==> src/rtl/m_ptw_mem_port_pkg.sv <==
// Shared encodings for the page-walker memory port: walker states and port FSM states.
package m_ptw_mem_port_pkg;

   localparam logic [2:0] PW_IDLE = 3'd0;
   localparam logic [2:0] PW_L1   = 3'd1;
   localparam logic [2:0] PW_L1W  = 3'd2;
   localparam logic [2:0] PW_L0   = 3'd3;
   localparam logic [2:0] PW_CHK  = 3'd4;
   localparam logic [2:0] PW_UPD  = 3'd5;
   localparam logic [2:0] PW_HIT  = 3'd7;

   typedef enum logic [2:0] {
      ST_IDLE    = 3'd0,
      ST_RD_REQ  = 3'd1,
      ST_RD_WAIT = 3'd2,
      ST_RD_DONE = 3'd3,
      ST_WR_REQ  = 3'd4
   } port_st_e;

   // A read starts on the walker's first cycle in an L1 or L0 fetch state.
   function automatic logic rd_trig_f(input logic [2:0] pw, input logic [2:0] prev_pw);
      return ((pw == PW_L1) && (prev_pw == PW_IDLE)) ||
             ((pw == PW_L0) && (prev_pw == PW_L1W));
   endfunction

endpackage

==> src/rtl/m_ptw_mem_port_if.sv <==
// DRAM-side request/response bus of the page-walker memory port.
interface m_ptw_mem_port_if #(
   parameter int ADDR_WIDTH = 32,
   parameter int DATA_WIDTH = 32
);
   logic                  o_dram_req;
   logic                  o_dram_we;
   logic [ADDR_WIDTH-1:0] o_dram_addr;
   logic [DATA_WIDTH-1:0] o_dram_wdata;
   logic                  i_dram_ack;
   logic                  i_dram_rvalid;
   logic [DATA_WIDTH-1:0] i_dram_rdata;

   modport master (
      output o_dram_req, o_dram_we, o_dram_addr, o_dram_wdata,
      input  i_dram_ack, i_dram_rvalid, i_dram_rdata
   );

   modport slave (
      input  o_dram_req, o_dram_we, o_dram_addr, o_dram_wdata,
      output i_dram_ack, i_dram_rvalid, i_dram_rdata
   );
endinterface

==> src/rtl/m_ptw_mem_port_watchdog.sv <==
// Transaction watchdog: counts busy cycles and flags the last allowed one.
module m_ptw_watchdog #(
   parameter int TIMEOUT_CYCLES = 255
) (
   input  logic CLK,
   input  logic RST_X,
   input  logic clr_i,
   input  logic en_i,
   output logic expired_o
);
   logic [7:0] cnt_q;

   // Count busy cycles; saturate so a stuck counter never wraps back to zero.
   always_ff @(posedge CLK or negedge RST_X) begin
      if (!RST_X)                    cnt_q <= 8'd0;
      else if (clr_i)                cnt_q <= 8'd0;
      else if (en_i && cnt_q != 8'hFF) cnt_q <= cnt_q + 8'd1;
   end

   // Request has been outstanding TIMEOUT_CYCLES cycles at the end of this one.
   assign expired_o = en_i && (cnt_q == 8'(TIMEOUT_CYCLES - 1));
endmodule

==> src/rtl/m_ptw_mem_port.sv <==
// Page-walker memory port: turns walker PTE strobes into single-word DRAM reads/writes.
module m_ptw_mem_port
   import m_ptw_mem_port_pkg::*;
#(
   parameter int ADDR_WIDTH     = 32,
   parameter int DATA_WIDTH     = 32,
   parameter int TIMEOUT_CYCLES = 255
) (
   input  logic                  CLK,
   input  logic                  RST_X,
   input  logic [2:0]            w_pw_state,
   input  logic [ADDR_WIDTH-1:0] w_tlb_pte_addr,
   input  logic                  w_tlb_acs,
   input  logic                  w_pte_we,
   input  logic [DATA_WIDTH-1:0] w_pte_wdata,
   output logic                  w_dram_busy,
   output logic [DATA_WIDTH-1:0] w_dram_odata,
   output logic                  o_timeout_err,
   m_ptw_mem_port_if.master      dram
);
   port_st_e              state_q, state_d;
   logic [2:0]            r_prev_pw_q;
   logic [ADDR_WIDTH-1:0] r_addr_q, r_addr_d;
   logic [DATA_WIDTH-1:0] r_wdata_q, r_wdata_d;
   logic [DATA_WIDTH-1:0] odata_q, odata_d;
   logic                  err_q, err_d;
   logic                  rd_trig, wd_en, wd_clr, wd_expired;

   assign rd_trig = rd_trig_f(w_pw_state, r_prev_pw_q);
   assign wd_en   = (state_q == ST_RD_REQ) || (state_q == ST_RD_WAIT) || (state_q == ST_WR_REQ);
   assign wd_clr  = (state_q == ST_IDLE);

   m_ptw_watchdog #(.TIMEOUT_CYCLES(TIMEOUT_CYCLES)) u_wd (
      .CLK       (CLK),
      .RST_X     (RST_X),
      .clr_i     (wd_clr),
      .en_i      (wd_en),
      .expired_o (wd_expired)
   );

   // State and datapath registers.
   always_ff @(posedge CLK or negedge RST_X) begin
      if (!RST_X) begin
         state_q     <= ST_IDLE;
         r_prev_pw_q <= 3'd0;
         r_addr_q    <= '0;
         r_wdata_q   <= '0;
         odata_q     <= '0;
         err_q       <= 1'b0;
      end else begin
         state_q     <= state_d;
         r_prev_pw_q <= w_pw_state;
         r_addr_q    <= r_addr_d;
         r_wdata_q   <= r_wdata_d;
         odata_q     <= odata_d;
         err_q       <= err_d;
      end
   end

   // Next-state logic; ack/rvalid beat a coincident watchdog expiry.
   always_comb begin
      state_d   = state_q;
      r_addr_d  = r_addr_q;
      r_wdata_d = r_wdata_q;
      odata_d   = odata_q;
      err_d     = err_q;
      case (state_q)
         ST_IDLE: begin
            if (w_tlb_acs) r_addr_d = w_tlb_pte_addr;
            if (w_pte_we) begin
               // Write wins a collision with a read trigger, which is flagged.
               r_addr_d  = w_tlb_pte_addr;
               r_wdata_d = w_pte_wdata;
               state_d   = ST_WR_REQ;
               if (rd_trig) err_d = 1'b1;
            end else if (rd_trig) begin
               state_d = ST_RD_REQ;
            end
         end
         ST_RD_REQ: begin
            if (dram.i_dram_ack) begin
               if (dram.i_dram_rvalid) begin
                  odata_d = dram.i_dram_rdata;
                  state_d = ST_RD_DONE;
               end else begin
                  state_d = ST_RD_WAIT;
               end
            end else if (wd_expired) begin
               odata_d = '0;
               err_d   = 1'b1;
               state_d = ST_RD_DONE;
            end
         end
         ST_RD_WAIT: begin
            if (dram.i_dram_rvalid) begin
               odata_d = dram.i_dram_rdata;
               state_d = ST_RD_DONE;
            end else if (wd_expired) begin
               odata_d = '0;
               err_d   = 1'b1;
               state_d = ST_RD_DONE;
            end
         end
         ST_RD_DONE: state_d = ST_IDLE;
         ST_WR_REQ: begin
            if (dram.i_dram_ack) begin
               state_d = ST_IDLE;
            end else if (wd_expired) begin
               odata_d = '0;
               err_d   = 1'b1;
               state_d = ST_IDLE;
            end
         end
         default: state_d = ST_IDLE;
      endcase
   end

   // Busy covers the trigger cycle itself so the walker never sees stale data.
   assign w_dram_busy  = wd_en || ((state_q == ST_IDLE) && rd_trig);
   assign w_dram_odata = odata_q;
   assign o_timeout_err = err_q;

   assign dram.o_dram_req   = (state_q == ST_RD_REQ) || (state_q == ST_WR_REQ);
   assign dram.o_dram_we    = (state_q == ST_WR_REQ);
   assign dram.o_dram_addr  = {r_addr_q[ADDR_WIDTH-1:2], 2'b00};
   assign dram.o_dram_wdata = r_wdata_q;
endmodule
==> src/flat_wrapper.sv <==
// flat-port wrapper written by rule: the top's interface ports become plain ports
module m_ptw_mem_port_flat import m_ptw_mem_port_pkg::*;
#(
   parameter int ADDR_WIDTH     = 32,
   parameter int DATA_WIDTH     = 32,
   parameter int TIMEOUT_CYCLES = 255
)
  (CLK, RST_X, w_pw_state, w_tlb_pte_addr, w_tlb_acs, w_pte_we, w_pte_wdata, w_dram_busy, w_dram_odata, o_timeout_err, dram_o_dram_req, dram_o_dram_we, dram_o_dram_addr, dram_o_dram_wdata, dram_i_dram_ack, dram_i_dram_rvalid, dram_i_dram_rdata);
  m_ptw_mem_port_if #(.ADDR_WIDTH(ADDR_WIDTH), .DATA_WIDTH(DATA_WIDTH)) dram_i ();
  input  logic CLK;
  input  logic RST_X;
  input  logic [2:0] w_pw_state;
  input  logic [ADDR_WIDTH-1:0] w_tlb_pte_addr;
  input  logic w_tlb_acs;
  input  logic w_pte_we;
  input  logic [DATA_WIDTH-1:0] w_pte_wdata;
  output logic w_dram_busy;
  output logic [DATA_WIDTH-1:0] w_dram_odata;
  output logic o_timeout_err;
  output wire logic [$bits(dram_i.o_dram_req)-1:0] dram_o_dram_req;
  output wire logic [$bits(dram_i.o_dram_we)-1:0] dram_o_dram_we;
  output wire logic [$bits(dram_i.o_dram_addr)-1:0] dram_o_dram_addr;
  output wire logic [$bits(dram_i.o_dram_wdata)-1:0] dram_o_dram_wdata;
  input wire logic [$bits(dram_i.i_dram_ack)-1:0] dram_i_dram_ack;
  input wire logic [$bits(dram_i.i_dram_rvalid)-1:0] dram_i_dram_rvalid;
  input wire logic [$bits(dram_i.i_dram_rdata)-1:0] dram_i_dram_rdata;
  assign dram_o_dram_req = dram_i.o_dram_req;
  assign dram_o_dram_we = dram_i.o_dram_we;
  assign dram_o_dram_addr = dram_i.o_dram_addr;
  assign dram_o_dram_wdata = dram_i.o_dram_wdata;
  assign dram_i.i_dram_ack = dram_i_dram_ack;
  assign dram_i.i_dram_rvalid = dram_i_dram_rvalid;
  assign dram_i.i_dram_rdata = dram_i_dram_rdata;
  m_ptw_mem_port #(.ADDR_WIDTH(ADDR_WIDTH), .DATA_WIDTH(DATA_WIDTH), .TIMEOUT_CYCLES(TIMEOUT_CYCLES)) u_core (.CLK(CLK), .RST_X(RST_X), .w_pw_state(w_pw_state), .w_tlb_pte_addr(w_tlb_pte_addr), .w_tlb_acs(w_tlb_acs), .w_pte_we(w_pte_we), .w_pte_wdata(w_pte_wdata), .w_dram_busy(w_dram_busy), .w_dram_odata(w_dram_odata), .o_timeout_err(o_timeout_err), .dram(dram_i));
endmodule
==> config.mk <==
export PLATFORM = sky130hd
export DESIGN_NAME = m_ptw_mem_port_flat
export DESIGN_NICKNAME = d
export VERILOG_FILES = /design/src/rtl/m_ptw_mem_port_pkg.sv /design/src/rtl/m_ptw_mem_port_if.sv /design/src/rtl/m_ptw_mem_port_watchdog.sv /design/src/rtl/m_ptw_mem_port.sv /design/src/flat_wrapper.sv
export SDC_FILE = /design/constraint.sdc
export NUM_CORES = 1
export LEC_CHECK = 0
export ABC_AREA = 0
export BUFFER_PORTS_ARGS = -buffer_cell sky130_fd_sc_hd__buf_2
export CAP_MARGIN = 30
export CORE_ASPECT_RATIO = 1.75
export CORE_UTILIZATION = 48
export CTS_BUF_LIST = sky130_fd_sc_hd__clkbuf_8
export CTS_CLUSTER_SIZE = 20
export DETAILED_ROUTE_END_ITERATION = 8
export GPL_ROUTABILITY_DRIVEN = 0
export PLACE_DENSITY = 0.8
export SYNTH_ARGS = -nofsm -noshare
export SYNTH_HDL_FRONTEND = slang
export SYNTH_HIERARCHICAL = 1
export SYNTH_SLANG_ARGS = --single-unit
export TNS_END_PERCENT = 30
==> constraint.sdc <==
create_clock -name CLK -period 3.2 [get_ports CLK]
set_clock_uncertainty 0.1 [all_clocks]
set_input_delay 0.8 -clock CLK [delete_from_list [all_inputs] [get_ports CLK]]
set_output_delay 0.8 -clock CLK [all_outputs]
set_load 0.05 [all_outputs]
==> qor.yml, run 1 <==
worst_setup_path:
  start_kind: "input pin"
  cpMostUsedCell: "buf_2"
  critical_path.top_delay_family: "simple AND/OR/NAND/NOR gates"
  crit_path_max_incr_delay_ns: 0.37
  arrival_ns: 1.84
  cpMaxStageDelayCell: "nor4b_1"
  cp-end-kind: "primary output"
  worstPathCellList: "buf_2 > nor4b_1 > a21oi_1 > nor2_1 > buf_2"
  critPathBufInv: 2
  crit_required_ns: 2.30
  worstSetupPathType: "input pin to primary output"
  cp_max_fo: 2
final_layout:
  final_layout_size_suffix_gt1_frac: 0.523
  antenna_cells: 0
  fin_area_sq_um: 5700
  final_cell_mix: "buf_2, dfrtp_1, mux2_2, a22o_1, mux2_1"
  layout_commonest_cell: "buf_2"
  fin_nets: 616
  area_growth_pct: 28.8
global_routing:
  grtUsageTotal: 0.202
  overflow: 0
  grt_pass1_wl_um: 14600
  grt_max_degree: 64
  antenna_found_initial: 0
  grt_pass1_vias: 3100
clocking:
  cts_sinks: 109
  clkSlewWorstSetupHoldPaths_ns: 0.10
  ctsResizeCount: 0
  clk_latency_ns: 0.37
  cts_tree: "done"
  cts_buffers: 9
  cts-root-buf: "clkbuf_8"
  holdBufCountCts: 0
  htreeDepth: 3
  clockBufferDepth: 2
  postCtsSetupBuffers: 0
outcome:
  status: "completed"
routing:
  postRouteAntennaNets: 0
  post_drt_wl_per_cell_um: 15.1
  wirelength_um: 9580
  drt-initial-drc-count: 134
  num_vias: 3261
  first_pass_iters: 4
  vias_per_cell: 5.14
  drc_errors: 0
floorplan:
  die_w_um: 74.6
  rows: 46
  core_sq_um: 8980
  dieArea_sq_um: 9620
  die_y_um: 129
  io_pins: 205
  start_util: 0.493
timing:
  finalSetupViolCount: 0
  setup-tns-final_ns: 0
  relSlewSlack: 0.610
  finalCriticalPeriod_ns: 2.74
  worstMarginPinSlew_ns: 0.586
  timing.final.crit_share: 0.855
  drv_slew: 0
  rsz0062_at_grt: "no"
  clock.fmax_mhz: 365
  hold_violations: 0
synthesis:
  synth_cell_types: 47
  syn_inst: 309
  synth.cell_area_sq_um: 4420
  dominantRegCellSynth: "dfrtp_1"
  synth-seq-area-share: 0.617
  yosys_warnings: 6
  synth_edf_count: 0
  ys_ff_latch: 109
  postSynthAreaPerCell_sq_um: 14.3
  ys_async_sr_fraction: 1.00
min_path:
  hold_path_class: "input pin to async pin"
flow_run:
  drv_cap: 0
placement:
  placedInstanceArea_sq_um: 5510
  io_buffers: 200
  dp.final_hpwl_um: 7290
-- synth_stat cells, types with 3 or more instances --
cell type	number	area (sq um)
a21oi_1	7	35.0
mux2_2	36	405
nand2_1	4	15.0
buf_2	8	40.0
mux2_1	29	327
inv_1	6	22.5
a22o_1	32	280
nor3_1	4	20.0
dfrtp_1	109	2730
a211oi_1	3	22.5
buf_8	3	45.0
nor2_1	13	48.8
nor2b_1	3	18.8
nand3_1	3	15.0
o21ai_0	3	15.0
buf_4	5	37.5
a31oi_1	3	18.8
-- stage by stage --
step	std cells	utilization	hold WS, ns	setup slack (ns)
after floorplan	310	-	0.403	0.0892
after global placement	618	0.613	0.359	0.455
after detailed placement	618	0.613	0.366	0.436
after CTS	634	0.635	0.321	0.443
after global routing	634	0.635	0.348	0.318
final	634	0.635	0.320	0.463
-- sequential cells by signal, summed over array words and instances (netlist names) --
| signal | flops |
|---|---|
| u_core/dram.o_dram_wdata | 32 |
| u_core/o_timeout_err | 1 |
| u_core/r_addr_q | 30 |
| u_core/r_prev_pw_q | 3 |
| u_core/state_q | 3 |
| u_core/u_wd/cnt_q | 8 |
| u_core/w_dram_odata | 32 |
-- area by class of cell --
type	instances	area, sq um
timing repair buffer	207	1070
tap	120	150
multi-input combinational	175	1530
inverter	7	26.3
clock buffer	11	151
sequential	109	2730
fill	709	3280
clock inverter	5	42.5
-- final timing paths --
kind	start	to	slack (ns)	depth (start not counted)
max	w_pw_state[2]	w_dram_busy	0.46	5
min	RST_X	u_core/w_dram_odata[20]	0.32	1
max in group asynchronous	RST_X	u_core/state_q[1]	1.96	2
max reg2reg	u_core/state_q[2]	u_core/w_dram_odata[13]	0.57	11
min reg2reg	u_core/o_timeout_err	u_core/o_timeout_err	0.38	1
min in group CLK	u_core/o_timeout_err	u_core/o_timeout_err	0.38	1
-- worst reg2reg max path, cell delays in order, from the launching register on --
cell	delay, ns
dfrtp_1	0.59
xnor2_1	0.17
nor2_1	0.08
a21o_1	0.25
nand3_2	0.13
nor3_1	0.05
buf_4	0.15
mux2_2	0.25
o2bb2ai_1	0.13
a22oi_2	0.12
buf_4	0.34
a22o_1	0.21
-- routing by layer --
metal / vias up / GRT usage / wire length (um)
li1: 1514 / - / -
met1: 1597 / 0.218 / 3580
met2: 126 / 0.351 / 5170
met3: 24 / 0.0572 / 540
met4: 0 / 0.102 / 290
met5: - / 0 / 0
-- kinds of logic (layout without fill, tap and decap cells) --
logic type      Yosys count  after routing  share of synthesized area
fa+ha+maj                 4              4                     0.0102
buf+inv                  26            230                     0.0396
compound gates           59             59                      0.106
xor+xnor                  2              2                    0.00396
simple gates             43             43                     0.0574
flops                   109            109                      0.617
other cells               1              2                   0.000848
mux                      65             65                      0.165
Power of run 1 is left out: the tool's default activity adds up to more than one toggle a clock period on the data nets, which glitch-free logic cannot reach.
==> run 2, diff against run 1 <==
--- a/config.mk
+++ b/config.mk
@@ -7,13 +7,11 @@
 export LEC_CHECK = 0
 export ABC_AREA = 0
 export BUFFER_PORTS_ARGS = -buffer_cell sky130_fd_sc_hd__buf_2
-export CAP_MARGIN = 30
 export CORE_ASPECT_RATIO = 1.75
 export CORE_UTILIZATION = 48
 export CTS_BUF_LIST = sky130_fd_sc_hd__clkbuf_8
 export CTS_CLUSTER_SIZE = 20
 export DETAILED_ROUTE_END_ITERATION = 8
-export GPL_ROUTABILITY_DRIVEN = 0
 export PLACE_DENSITY = 0.8
 export SYNTH_ARGS = -nofsm -noshare
 export SYNTH_HDL_FRONTEND = slang
==> constraint.sdc (replaced) <==
create_clock -name CLK -period 2.8 [get_ports CLK]
set_clock_uncertainty 0.1 [all_clocks]
set_input_delay 0.7 -clock CLK [delete_from_list [all_inputs] [get_ports CLK]]
set_output_delay 0.7 -clock CLK [all_outputs]
set_load 0.05 [all_outputs]
==> run 2 against run 1 <==
Compared with the run above: global-route usage grew 0.063 points; register-to-register slack lost 0.28 ns; via count grew 0.71%; sequential cell count is the same; routed wire length grew 1.4%; critical path depth is the same.
==> qor.yml, run 2 (synthesis results as in run 1) <==
routing:
  first_pass_iters: 4
  wirelength_um: 9710
  drc_errors: 0
  post_drt_wl_per_cell_um: 15.3
  postRouteAntennaNets: 0
  num_vias: 3284
  vias_per_cell: 5.16
  drt-initial-drc-count: 214
clocking:
  cts-root-buf: "clkbuf_8"
  holdBufCountCts: 0
  clk_latency_ns: 0.36
  clockBufferDepth: 2
  cts_tree: "done"
  htreeDepth: 3
  clkSlewWorstSetupHoldPaths_ns: 0.10
  ctsResizeCount: 0
  postCtsSetupBuffers: 0
  cts_buffers: 9
  cts_sinks: 109
timing:
  setup-tns-final_ns: 0
  clock.fmax_mhz: 385
  hold_violations: 0
  relSlewSlack: 0.620
  rsz0062_at_grt: "no"
  worstMarginPinSlew_ns: 0.570
  finalSetupViolCount: 0
  hold_slack_ns: 0.274
  timing.final.crit_share: 0.927
  drv_slew: 0
  finalCriticalPeriod_ns: 2.60
global_routing:
  grt_pass1_wl_um: 14600
  grtUsageTotal: 0.203
  grt_max_degree: 110
  overflow: 0
  grt_pass1_vias: 3132
  antenna_found_initial: 0
worst_setup_path:
  critical_path.top_delay_family: "simple AND/OR/NAND/NOR gates"
  timing.rr.start: "u_core/state_q[0]"
  critPathBufInv: 2
  r2r_cells: 11
  crit_required_ns: 2.00
  worstPathCellList: "buf_4 > or3_4 > a21oi_1 > nor2_1 > buf_2"
  reg2reg_to: "u_core/w_dram_odata[25]"
  ff2ff_setup_slack_ns: 0.29
  worstSetupPathType: "flop to primary output"
  cp-end-kind: "primary output"
  arrival_ns: 1.80
  crit_path_max_incr_delay_ns: 0.42
  start_kind: "flop"
  cpMaxStageDelayCell: "dfrtp_1"
  cp_max_fo: 8
  crit_start: "u_core/state_q[0]"
placement:
  place_congestion: 0.795
  io_buffers: 200
  dp.final_hpwl_um: 7170
final_layout:
  final_layout_size_suffix_gt1_frac: 0.525
  final_util: 0.641
  layout_commonest_cell: "buf_2"
  antenna_cells: 0
  fin_nets: 618
  area_growth_pct: 30.1
  final_cell_mix: "buf_2, dfrtp_1, mux2_2, a22o_1, mux2_1"
outcome:
  status: "completed"
min_path:
  hold_path_class: "input pin to async pin"
floorplan:
  io_pins: 205
  start_util: 0.493
  die_y_um: 129
  rows: 46
  core_sq_um: 8980
  dieArea_sq_um: 9620
  die_w_um: 74.6
flow_run:
  drv_cap: 0
## run 2: cell types whose count changed in the layout (fill, tap and decap cells not counted)
cell / delta
inv_6: -1
clkinvlp_4: +1
clkbuf_8: -1
nor2_1: -1
inv_1: +1
nor2_4: +1
clkinv_4: -2
clkinv_2: +1
bufinv_16: +1
buf_12: +2
## run 2: per-layer routing
metal	GRT usage	routed length [um]	up-vias
li1	-	-	1514
met1	0.236	3680	1609
met2	0.340	5160	137
met3	0.0439	542	24
met4	0.111	334	0
met5	0	0	-
## run 2: stage by stage
step / instances / cell area (sq um) / worst slack, ns
final: 636 / 5750 / 0.203
after global routing: 636 / 5750 / 0.0853
after CTS: 636 / 5750 / 0.160
after detailed placement: 620 / 5550 / 0.262
after global placement: 620 / 5550 / 0.264
after floorplan: 310 / 4440 / 0.0785
## run 2: layout make-up
type | instances | area, sq um
clock inverter | 6 | 62.6
tap | 120 | 150
sequential | 109 | 2730
fill | 704 | 3220
multi-input combinational | 175 | 1540
timing repair buffer | 209 | 1110
inverter | 7 | 26.3
clock buffer | 10 | 138
## run 2: worst max path at each step
stage / to / slack, ns / depth (start not counted)
finish: w_dram_busy / 0.20 / 5
global route: w_dram_busy / 0.09 / 5
CTS: w_dram_busy / 0.16 / 5
detailed placement: w_dram_busy / 0.26 / 5
global placement: w_dram_busy / 0.26 / 5
floorplan: u_core/w_dram_odata[0] / 0.08 / 11
## run 2: worst register-to-register path, delay by kind of cell (launching register included)
| family | cells | cell delay [ns] |
|---|---|---|
| flops | 1 | 0.42 |
| simple gates | 3 | 0.24 |
| compound gates | 4 | 0.78 |
| xor+xnor | 1 | 0.30 |
| buf+inv | 2 | 0.35 |
| mux | 1 | 0.26 |
Power of run 2 is left out for the same reason.
==> run 3, diff against run 2 <==
--- a/config.mk
+++ b/config.mk
@@ -8,13 +8,12 @@
 export ABC_AREA = 0
 export BUFFER_PORTS_ARGS = -buffer_cell sky130_fd_sc_hd__buf_2
 export CORE_ASPECT_RATIO = 1.75
-export CORE_UTILIZATION = 48
+export CORE_UTILIZATION = 50
 export CTS_BUF_LIST = sky130_fd_sc_hd__clkbuf_8
 export CTS_CLUSTER_SIZE = 20
 export DETAILED_ROUTE_END_ITERATION = 8
-export PLACE_DENSITY = 0.8
+export PLACE_DENSITY = 0.81
 export SYNTH_ARGS = -nofsm -noshare
 export SYNTH_HDL_FRONTEND = slang
-export SYNTH_HIERARCHICAL = 1
 export SYNTH_SLANG_ARGS = --single-unit
 export TNS_END_PERCENT = 30
==> run 3 against run 2 <==
Compared with the run above: cell area is 8.8% higher; register-to-register slack better by 0.06 ns; worst hold slack worse by 0.074 ns; critical path depth stayed put.
==> qor.yml, run 3 <==
global_routing:
  grtUsageTotal: 0.241
  overflow: 0
  grt_pass1_wl_um: 19700
  antenna_found_initial: 0
  use_met1: 0.256
  use_met2: 0.446
  grt_max_degree: 53
  busiest_layer: "met2"
  grt_pass1_vias: 4410
  use_met3: 0.0566
outcome:
  status: "completed"
synthesis:
  syn_inst: 420
  synth_top_family_by_area: "multiplexers"
  ys_top_cells_by_count: "dfrtp_1, nand2_1, o211ai_1"
  synth_edf_count: 0
  synth_cell_types: 46
  yosys.area.top_type: "dfrtp_1"
  ys_async_sr_fraction: 1.00
  synth-simple-area-share: 0.0970
  synth.cell_area_sq_um: 4890
  netlist.area_leader.share: 0.558
  yosysMostFrequentCell: "dfrtp_1"
  yosys_warnings: 0
  muxShareOfSynthArea: 0.147
  synth-seq-area-share: 0.558
  synth_area_leaders: "dfrtp_1, mux2_2, o211ai_1"
  ys_ff_latch: 109
  synth_adder_area_share: 0.00512
  dominantRegCellSynth: "dfrtp_1"
  synth_xor_area_frac: 0.00717
  synth_compound_area_frac: 0.144
  postSynthAreaPerCell_sq_um: 11.6
worst_setup_path:
  arrival_ns: 1.83
  cp-end-kind: "primary output"
  cpMaxStageDelayCell: "dfrtp_1"
  r2r_cells: 5
  worstSetupPathType: "flop to primary output"
  cp_max_fo: 12
  crit_path_max_incr_delay_ns: 0.61
  worstPathCellList: "buf_4 > xor2_1 > o21ai_2 > o21ai_1 > buf_2"
  start_kind: "flop"
  crit_required_ns: 2.00
routing:
  wirelength_um: 11900
  num_vias: 4108
  postRouteAntennaNets: 0
  drt-initial-drc-count: 194
  vias_per_cell: 5.56
  first_pass_iters: 4
  drc_errors: 0
  post_drt_wl_per_cell_um: 16.1
clocking:
  cts_tree: "done"
  clkSlewWorstSetupHoldPaths_ns: 0.11
  cts_sinks: 109
  cts_buffers: 9
  htreeDepth: 3
  clk_latency_ns: 0.36
  postCtsSetupBuffers: 0
  clockBufferDepth: 2
  cts-root-buf: "clkbuf_8"
timing:
  relSlewSlack: 0.358
  worstMarginPinSlew_ns: 0.960
  hold_slack_ns: 0.200
  finalSetupViolCount: 0
  hold_violations: 0
  timing.final.crit_share: 0.939
  drv_slew: 0
  clock.fmax_mhz: 380
  rsz0062_at_grt: "no"
  finalCriticalPeriod_ns: 2.63
  worst_slack_ns: 0.171
final_layout:
  final_cells: 739
  fin_nets: 719
  area_growth_pct: 28.1
  layout_commonest_cell: "buf_2"
  antenna_cells: 0
  fin_area_sq_um: 6260
  final_cell_mix: "buf_2, dfrtp_1, nand2_1, o211ai_1, mux2_2"
  final_layout_size_suffix_gt1_frac: 0.493
floorplan:
  core_sq_um: 9470
  rows: 47
  start_util: 0.516
  dieArea_sq_um: 10200
  io_pins: 205
  die_y_um: 133
  die_w_um: 76.7
placement:
  place_worst_setup_slack_ns: 0.228
  place_congestion: 0.806
  io_buffers: 200
  place_inst: 723
  placedInstanceArea_sq_um: 6020
  dp.final_hpwl_um: 8800
min_path:
  hold_path_class: "input pin to async pin"
flow_run:
  drv_cap: 0
==> run 3: changes by cell type after synthesis, moves of 4 or more <==
cell | previous run | this run
a21oi_1 | 7 | 3
clkbuf_1 | 0 | 6
mux2_1 | 29 | 0
mux2_2 | 36 | 62
o211ai_1 | 1 | 68
nand2_1 | 4 | 73
nor2_1 | 13 | 6
buf_2 | 8 | 18
a22o_1 | 32 | 0
==> run 3: timing repair <==
item | 4_1_cts | 5_1_grt
endpoints found under the setup margin | 1 | 1
resized for setup | 1 | 2
hold buffers | 0 | 0
==> run 3: worst max-delay path: cells and delay by family, from the launching register on <==
family / cells / cell delay [ns]
AOI/OAI and AO/OA: 2 / 0.15
xor gates and xnor gates: 1 / 0.18
buffers and inverters: 2 / 0.52
DFF: 1 / 0.61
==> run 3: cell type report <==
cell class | count | area [sq um]
Clock inverter | 6 | 92.6
Timing Repair Buffer | 214 | 1130
Sequential cell | 109 | 2730
Inverter | 5 | 18.8
Clock buffer | 10 | 138
Fill cell | 724 | 3210
Multi-Input combinational cell | 273 | 2000
Tap cell | 122 | 153
==> run 3: path summary, 6_finish.rpt <==
kind                       slack, ns                 start                endpoint
max                             0.17     u_core.state_q[1]             w_dram_busy
max reg2reg                     0.35     u_core.state_q[2]  u_core.w_dram_odata[9]
max in group asynchronous       1.73                 RST_X  u_core.w_dram_odata[1]
min in group CLK                0.35         w_pw_state[0]   u_core.r_prev_pw_q[0]
min                             0.20                 RST_X   u_core.r_prev_pw_q[0]
min reg2reg                     0.41  u_core.o_timeout_err    u_core.o_timeout_err
==> run 3: per-layer routing <==
| metal | wire length (um) | share of wire |
|---|---|---|
| met1 | 4390 | 0.37 |
| met2 | 6530 | 0.55 |
| met3 | 700 | 0.059 |
| met4 | 312 | 0.026 |
| met5 | 0 | 0 |
==> run 3: kinds of logic after synthesis <==
group | Yosys count
flip-flops | 109
adder cells (fa/ha/maj) | 2
AND/OR/NAND/NOR | 107
buffers and inverters | 39
other | 1
AO/OA/AOI/OAI | 94
XOR/XNOR | 4
multiplexers | 64
==> run 3: stage by stage <==
stage                     utilization  setup TNS, ns
after global routing            0.661              0
after floorplan                     -        -0.0495
after detailed placement        0.636              0
after global placement          0.636              0
after CTS                       0.661              0
final                           0.661              0
Power of run 3 is left out for the same reason.
